--- config.mk ---
export PLATFORM = sky130hd
export DESIGN_NAME = bcd_convert_scan_ctrl
export DESIGN_NICKNAME = d
export VERILOG_FILES = /design/src/rtl/bcd_disp_pkg.sv /design/src/rtl/bcd_seg_decoder.sv /design/src/rtl/bcd_convert_scan_ctrl.sv
export SDC_FILE = /design/constraint.sdc
export NUM_CORES = 1
export LEC_CHECK = 0
export BUFFER_PORTS_ARGS = -buffer_cell sky130_fd_sc_hd__buf_2
export CAP_MARGIN = 10
export CORE_MARGIN = 3
export CORE_UTILIZATION = 25
export DETAILED_ROUTE_END_ITERATION = 8
export GPL_TIMING_DRIVEN = 0
export PLACE_DENSITY = 0.42
export SETUP_SLACK_MARGIN = 0.1
export SLEW_MARGIN = 10
export SYNTH_ARGS = -nofsm -noshare
export SYNTH_HDL_FRONTEND = slang
export SYNTH_HIERARCHICAL = 1
export SYNTH_SLANG_ARGS = --single-unit
--- constraint.sdc ---
create_clock -name clk -period 9.85 [get_ports clk]
set_clock_uncertainty 0.15 [all_clocks]
set_input_delay 0 -clock clk [delete_from_list [all_inputs] [get_ports clk]]
set_output_delay 0 -clock clk [all_outputs]
set_load 0.01 [all_outputs]
--- src/rtl/bcd_disp_pkg.sv ---
`default_nettype none
// ============================================================================
//  Module      : bcd_disp_pkg (package)
//  Description : Shared types and constants for the binary-to-BCD converter
//                and 7-segment scan controller.
//                - state_t     : converter FSM states
//                - SEG_BLANK   : all segments off (active-low)
//                - SEG_DIGIT_n : active-low patterns {g,f,e,d,c,b,a}
//                - seg_lookup  : 16-entry nibble -> segment table
//  Revision    : 1.0  initial release
// ============================================================================
package bcd_disp_pkg;

  typedef enum logic [1:0] {
    IDLE    = 2'd0,
    CONVERT = 2'd1,
    LATCH   = 2'd2
  } state_t;

  localparam logic [6:0] SEG_BLANK   = 7'h7F;

  // Active-low, bit order {g,f,e,d,c,b,a}
  localparam logic [6:0] SEG_DIGIT_0 = 7'b1000000;
  localparam logic [6:0] SEG_DIGIT_1 = 7'b1111001;
  localparam logic [6:0] SEG_DIGIT_2 = 7'b0100100;
  localparam logic [6:0] SEG_DIGIT_3 = 7'b0110000;
  localparam logic [6:0] SEG_DIGIT_4 = 7'b0011001;
  localparam logic [6:0] SEG_DIGIT_5 = 7'b0010010;
  localparam logic [6:0] SEG_DIGIT_6 = 7'b0000010;
  localparam logic [6:0] SEG_DIGIT_7 = 7'b1111000;
  localparam logic [6:0] SEG_DIGIT_8 = 7'b0000000;
  localparam logic [6:0] SEG_DIGIT_9 = 7'b0010000;

  // Codes 10..15 never come out of the converter; show them as blank.
  function automatic logic [6:0] seg_lookup(input logic [3:0] nib);
    logic [6:0] r;
    case (nib)
      4'd0:    r = SEG_DIGIT_0;
      4'd1:    r = SEG_DIGIT_1;
      4'd2:    r = SEG_DIGIT_2;
      4'd3:    r = SEG_DIGIT_3;
      4'd4:    r = SEG_DIGIT_4;
      4'd5:    r = SEG_DIGIT_5;
      4'd6:    r = SEG_DIGIT_6;
      4'd7:    r = SEG_DIGIT_7;
      4'd8:    r = SEG_DIGIT_8;
      4'd9:    r = SEG_DIGIT_9;
      default: r = SEG_BLANK;
    endcase
    return r;
  endfunction

endpackage
`default_nettype wire

--- src/rtl/bcd_seg_decoder.sv ---
`default_nettype none
// ============================================================================
//  Module      : bcd_seg_decoder
//  Description : Combinational BCD nibble to active-low 7-segment decoder.
//  Ports       : digit_i [3:0]  BCD nibble
//                seg_o   [6:0]  segments {g,f,e,d,c,b,a}, active-low
//  Revision    : 1.0  initial release
// ============================================================================
import bcd_disp_pkg::*;

module bcd_seg_decoder (
  input  logic [3:0] digit_i,
  output logic [6:0] seg_o
);

  always_comb begin
    seg_o = seg_lookup(digit_i);
  end

endmodule
`default_nettype wire

--- src/rtl/bcd_convert_scan_ctrl.sv ---
`default_nettype none
// ============================================================================
//  Module      : bcd_convert_scan_ctrl
//  Description : Sequential double-dabble binary-to-BCD converter (one shift
//                per clock) with a latched result register and a free-running
//                4-digit common-anode 7-segment scan controller.
//  Ports       : clk      system clock, rising edge
//                reset    asynchronous active-high reset
//                start    conversion request, sampled only in IDLE
//                bin_in   unsigned binary input, captured on accepted start
//                busy     high from cycle after accepted start to done cycle
//                done     one-cycle pulse, bcd_out valid from same cycle
//                bcd_out  latched result {thousands,hundreds,tens,units}
//                an       digit enables, active-low one-hot (an[0] = units)
//                seg      segments {g,f,e,d,c,b,a}, active-low
//  Options     : BCD_LEADING_ZERO_BLANK_EN - blank digits above the most
//                significant nonzero digit (units digit always shown).
//  Revision    : 1.0  initial release
// ============================================================================
import bcd_disp_pkg::*;

module bcd_convert_scan_ctrl #(
  parameter int BIN_W       = 10,
  parameter int DIGITS      = 4,
  parameter int REFRESH_DIV = 50000
) (
  input  logic                  clk,
  input  logic                  reset,
  input  logic                  start,
  input  logic [BIN_W-1:0]      bin_in,
  output logic                  busy,
  output logic                  done,
  output logic [4*DIGITS-1:0]   bcd_out,
  output logic [DIGITS-1:0]     an,
  output logic [6:0]            seg
);

  localparam int BCD_W = 4 * DIGITS;
  localparam int SR_W  = BCD_W + BIN_W;
  localparam int CNT_W = $clog2(BIN_W + 1);
  localparam int REF_W = $clog2(REFRESH_DIV);
  localparam int IDX_W = $clog2(DIGITS);

  localparam logic [CNT_W-1:0] ITER_ONE  = CNT_W'(1);
  localparam logic [CNT_W-1:0] ITER_LAST = CNT_W'(BIN_W - 1);
  localparam logic [REF_W-1:0] REF_ONE   = REF_W'(1);
  localparam logic [REF_W-1:0] REF_LAST  = REF_W'(REFRESH_DIV - 1);
  localparam logic [IDX_W-1:0] IDX_ONE   = IDX_W'(1);
  localparam logic [IDX_W-1:0] IDX_LAST  = IDX_W'(DIGITS - 1);

  // --------------------------------------------------------------------------
  // Elaboration-time parameter checks
  // --------------------------------------------------------------------------
  if (BIN_W > 13 || BIN_W < 1) begin : g_bin_w_check
    $error("BIN_W must be 1..13 so the result fits in 4 BCD digits");
  end
  if (DIGITS != 4) begin : g_digits_check
    $error("DIGITS is fixed at 4 in this revision");
  end
  if (REFRESH_DIV < 2) begin : g_refresh_check
    $error("REFRESH_DIV must be >= 2");
  end

  // --------------------------------------------------------------------------
  // Converter state
  // --------------------------------------------------------------------------
  state_t             state_q, state_d;
  logic [SR_W-1:0]    sr_q,    sr_d;
  logic [CNT_W-1:0]   iter_q,  iter_d;
  logic [BCD_W-1:0]   bcd_q,   bcd_d;
  logic               done_q,  done_d;
  logic [SR_W-1:0]    w_sr_adj;

  // Add-3 correction on every BCD nibble that is >= 5, before the shift.
  // The 4-bit add deliberately drops the carry: a nibble of 5..9 plus 3 stays
  // within 8..12, and the following shift carries its MSB into the next digit.
  always_comb begin
    w_sr_adj = sr_q;
    for (int i = 0; i < DIGITS; i++) begin
      if (sr_q[BIN_W + 4*i +: 4] >= 4'd5) begin
        w_sr_adj[BIN_W + 4*i +: 4] = sr_q[BIN_W + 4*i +: 4] + 4'd3;
      end
    end
  end

  always_comb begin
    state_d = state_q;
    sr_d    = sr_q;
    iter_d  = iter_q;
    bcd_d   = bcd_q;
    done_d  = 1'b0;
    unique case (state_q)
      IDLE: begin
        if (start) begin
          sr_d    = {{BCD_W{1'b0}}, bin_in};
          iter_d  = '0;
          state_d = CONVERT;
        end
      end
      CONVERT: begin
        sr_d   = {w_sr_adj[SR_W-2:0], 1'b0};
        iter_d = iter_q + ITER_ONE;
        if (iter_q == ITER_LAST) begin
          state_d = LATCH;
        end
      end
      LATCH: begin
        // Result register only changes here, so the display never sees a
        // partially converted value.
        bcd_d   = sr_q[SR_W-1 -: BCD_W];
        done_d  = 1'b1;
        state_d = IDLE;
      end
      default: state_d = IDLE;
    endcase
  end

  always_ff @(posedge clk or posedge reset) begin
    if (reset) begin
      state_q <= IDLE;
      sr_q    <= '0;
      iter_q  <= '0;
      bcd_q   <= '0;
      done_q  <= 1'b0;
    end else begin
      state_q <= state_d;
      sr_q    <= sr_d;
      iter_q  <= iter_d;
      bcd_q   <= bcd_d;
      done_q  <= done_d;
    end
  end

  // The FSM is already back in IDLE during the done cycle, so busy must
  // include done_q explicitly to stay high through that cycle.
  assign busy    = (state_q != IDLE) | done_q;
  assign done    = done_q;
  assign bcd_out = bcd_q;

  // --------------------------------------------------------------------------
  // Display scan
  // --------------------------------------------------------------------------
  logic [REF_W-1:0]   ref_q, ref_d;
  logic [IDX_W-1:0]   idx_q, idx_d;
  logic [DIGITS-1:0]  an_q,  an_d;
  logic [6:0]         seg_q, seg_d;
  logic [3:0]         w_nibble;
  logic [6:0]         w_seg_raw;
  logic               w_blank;

  always_comb begin
    ref_d = ref_q + REF_ONE;
    idx_d = idx_q;
    if (ref_q == REF_LAST) begin
      ref_d = '0;
      idx_d = (idx_q == IDX_LAST) ? '0 : idx_q + IDX_ONE;
    end
  end

  // Mux on the next index so seg and an update on the same edge.
  always_comb begin
    w_nibble = '0;
    for (int i = 0; i < DIGITS; i++) begin
      if (idx_d == IDX_W'(i)) begin
        w_nibble = bcd_q[4*i +: 4];
      end
    end
  end

  bcd_seg_decoder u_seg_decoder (
    .digit_i (w_nibble),
    .seg_o   (w_seg_raw)
  );

`ifdef BCD_LEADING_ZERO_BLANK_EN
  // w_upper_zero[i]: digit i and every digit above it are zero.
  logic [DIGITS-1:0] w_upper_zero;
  always_comb begin
    w_upper_zero[DIGITS-1] = (bcd_q[BCD_W-1 -: 4] == 4'd0);
    for (int i = DIGITS-2; i >= 0; i--) begin
      w_upper_zero[i] = w_upper_zero[i+1] && (bcd_q[4*i +: 4] == 4'd0);
    end
  end
  assign w_blank = (idx_d != '0) && w_upper_zero[idx_d];
`else
  assign w_blank = 1'b0;
`endif

  always_comb begin
    an_d  = ~({{(DIGITS-1){1'b0}}, 1'b1} << idx_d);
    seg_d = w_blank ? SEG_BLANK : w_seg_raw;
  end

  always_ff @(posedge clk or posedge reset) begin
    if (reset) begin
      ref_q <= '0;
      idx_q <= '0;
      an_q  <= {{(DIGITS-1){1'b1}}, 1'b0};
      seg_q <= SEG_DIGIT_0;
    end else begin
      ref_q <= ref_d;
      idx_q <= idx_d;
      an_q  <= an_d;
      seg_q <= seg_d;
    end
  end

  assign an  = an_q;
  assign seg = seg_q;

endmodule
`default_nettype wire

==> summary.md <==
| Metric | Value |
|---|---|
| Mean cell area of the mapped netlist | `10.14 sq um` |
| Clock input transition at the sequential cells of the worst setup and hold paths | `0.07 ns` |
| Hold violation total from the final report | `0` |
| Final RePlAce weighted congestion | `0.7801` |
| Drt pass-1 iters | `4` |
| Final sum of negative setup slack | `0 ns` |
| Global-route total usage across every layer | `11.14%` |
| Leading register cell type out of synthesis | `dfrtp_1` |
| Area enclosed by the die boundary | `0.01740 sq mm` |
| Remaining global-route overflow | `0` |
| Number of gates given a new drive strength after cts | `0` |
| TritonCTS clock tree | `done` |
| Count of unresolved DRC violations after routing | `0` |
| Startpoint type of the worst setup path | `flip-flop` |
| Number of H-tree branching levels | `3` |
| Actual transition at the worst max-transition pin | `0.7678 ns` |
| Net count of the finished layout | `486` |
| Synth async-reset ratio | `100.0%` |
| Cell area after technology mapping | `0.003964 sq mm` |
| Sinks on Clock Net | `78` |
| Warning count from the yosys run | `6` |
| Placement-stage cell area | `0.004456 sq mm` |
| FP Rows | `45` |
| Ports placed on the boundary | `42` |
| Clock latency of the later-clocked register in the worst-skew pair | `0.34 ns` |
| Routed Antenna Nets | `0` |
| Total clock buffers created by CTS | `9` |
| Maximum single-stage delay on the critical path | `0.74 ns` |
| Final period utilization | `37.12%` |
| Max-cap violations | `0` |
| Total Routed Length | `9266 microns` |
| Number of nets in the synthesized netlist | `421` |
| Critical Setup Path Class | `reg2reg` |
| Final instance area | `0.004853 sq mm` |
| Worst EP required | `9.91 ns` |
| Drt first-iter violations | `107` |
| Total inserted antenna cells | `0` |
| Area of the core | `0.01537 sq mm` |
| Worst min-delay path class | `in2async` |
| Setup repair after global routing missed its margin | `no` |
| Final max-slew violation count | `0` |
| Total power divided by cell area | `257.0 mW/mm^2` |
| Post-layout minimum cycle time | `3.657 ns` |
| Endpoint arrival time on the critical path | `3.72 ns` |
| Final HPWL DP | `6583 microns` |
| Total number of vias | `3040` |
| Number of endpoints failing setup at the final stage | `0` |
| Leakage power total | `2.182 nW` |
| Distinct cell type count after synthesis | `46` |
| Share of post-route cells with drive strength above 1 | `17.79%` |
| Sequential element share of the synthesized area | `49.37%` |
| IR drop worst, VDD | `114.3 uV` |
| Instance count of the mapped netlist | `391` |
| Max-slew headroom at the worst pin | `48.09%` |
| Global-route wire length before repair | `15700 microns` |
| Routed wirelength normalized by instance count | `13.79 microns` |
| Highest clock rate | `273.5 MHz` |
| Number of flip-flops and latches in the synthesized netlist | `78` |
| Longest Clk Path Bufs | `2` |
| Post-synth EDFFs | `0` |
| Highest-count cells in the layout ignoring fill and taps | `dfrtp_1 (74), o21ai_0 (49), buf_2 (43), nand2_1 (30), a21oi_1 (20)` |
| Slowest cell on the critical path | `o41ai_2` |
| Vias in the first global route | `2967` |
| Root Buffer | `clkbuf_16` |
| Via-per-instance ratio | `4.524` |
| Initial antenna violation count | `0` |
| Status | `complete, no violations` |
| Cells along the critical path | `buf_6 > or4b_4 > o41ai_2 > a221oi_1 > a32oi_1 > inv_1 > ha_1 > or2_1 > a21oi_2 > a31oi_1` |
| Synthesis-to-layout area growth | `22.44%` |
| # port buffers | `41` |
| Starting density of the core | `25.79%` |
| Maximum fanout encountered on the critical timing path | `8` |
| Endpoint class of the critical path | `flip-flop` |
| Pin count of the biggest net entering global routing | `44` |
| Most common cell after layout, fill and taps aside | `dfrtp_1` |
| Height of the die | `131.9 microns` |
| Overall power consumption | `0.001247 W` |
| Die extent in x | `131.9 microns` |
critical path, delay by kind of cell (launching register included):
kind,cells,cell delay [ns]
compound gates,5,1.66
flops,1,0.37
simple gates,2,0.80
buf+inv,2,0.32
fa+ha+maj,1,0.21
synthesized netlist by cell type, types with 3 or more instances:
| master | count | share of area, % |
|---|---|---|
| a221oi_1 | 4 | 0.88 |
| dfrtp_1 | 74 | 47 |
| mux2_2 | 10 | 2.8 |
| a22oi_1 | 9 | 1.7 |
| ha_1 | 17 | 5.4 |
| nor3_1 | 7 | 0.88 |
| a22o_1 | 6 | 1.3 |
| a41oi_1 | 4 | 0.88 |
| xor2_1 | 11 | 2.4 |
| nand2_1 | 30 | 2.8 |
| mux2i_1 | 4 | 1.0 |
| nand3_1 | 9 | 1.1 |
| nand3b_1 | 4 | 0.76 |
| a32oi_1 | 4 | 0.88 |
| o21ai_0 | 49 | 6.2 |
| nand4_1 | 3 | 0.47 |
| buf_6 | 3 | 0.85 |
| xnor2_1 | 6 | 1.3 |
| and3_1 | 3 | 0.47 |
| dfstp_2 | 4 | 2.7 |
| nand2b_1 | 13 | 2.1 |
| inv_1 | 20 | 1.9 |
| and2_1 | 3 | 0.47 |
| nor2b_1 | 14 | 2.2 |
| clkbuf_1 | 15 | 1.4 |
| nor2_1 | 17 | 1.6 |
| a21oi_1 | 20 | 2.5 |
through the flow:
step / util [%] / instances / worst slack (ns) / hold WS [ns]
final: 31.58 / 672 / 6.193 / 0.1230
after CTS: 31.58 / 672 / 6.176 / 0.1413
after floorplan: - / 391 / 6.675 / 0.04271
after global routing: 31.58 / 672 / 5.891 / 0.1846
after detailed placement: 28.99 / 644 / 6.202 / -0.02592
after global placement: 28.84 / 643 / 6.250 / 0.1384
kinds of logic after synthesis:
family	count (synthesis)	synth area share, %
flops	78	49.37
xor+xnor	17	3.756
fa+ha+maj	17	5.366
simple gates	120	16.73
buf+inv	40	4.419
mux	14	3.851
compound gates	105	16.51
layer usage:
| metal | vias to the layer above | share of wire (%) | GRT usage (%) |
|---|---|---|---|
| met5 | - | 0 | 0 |
| met4 | 0 | 1.2 | 3.151 |
| met3 | 12 | 3.6 | 3.511 |
| met2 | 44 | 48 | 18.07 |
| met1 | 1475 | 47 | 14.34 |
| li1 | 1509 | - | - |
sequential cells by signal (all words and copies together), names as in the netlist:
signal / flops
sr_q: 26
bcd_out: 16
ref_q: 16
seg: 7
an: 4
iter_q: 4
idx_q: 2
state_q: 2
done: 1
final cells by class:
cell class | count | area, sq um
plain buffers | 20 | 100.1
multi-input cells | 273 | 1832
clock inverters | 5 | 35.03
clock buffers | 11 | 242.7
well taps | 211 | 264.0
inverters | 20 | 77.57
flip-flops and latches | 78 | 1957
repair buffers | 54 | 345.3
fillers | 1607 | 10520
path summary, 6_finish.rpt:
check	startpoint	endpoint	slack [ns]	depth (start not counted)
setup / recovery	ref_q[5]	seg[3]	6.19	10
hold / removal	reset	idx_q[0]	0.12	3
setup reg to reg	ref_q[5]	seg[3]	6.19	10
hold reg to reg	ref_q[0]	ref_q[0]	0.31	1
max in group asynchronous	reset	seg[6]	8.76	4
min in group clk	ref_q[0]	ref_q[0]	0.31	1
report_power, final:
group / internal (W) / switching [W] / leakage, nW
Clock: 0.000178 / 0.000135 / 0.136
Sequential: 0.000413 / 0.0000745 / 1.01
Combinational: 0.000198 / 0.000248 / 1.03
what timing repair did:
item	4_1_cts	5_1_grt
buffers inserted	0	0
hold buffers	12	0
hold endpoints to repair	53	0
No activity file was read; power rests on OpenSTA's default activity.
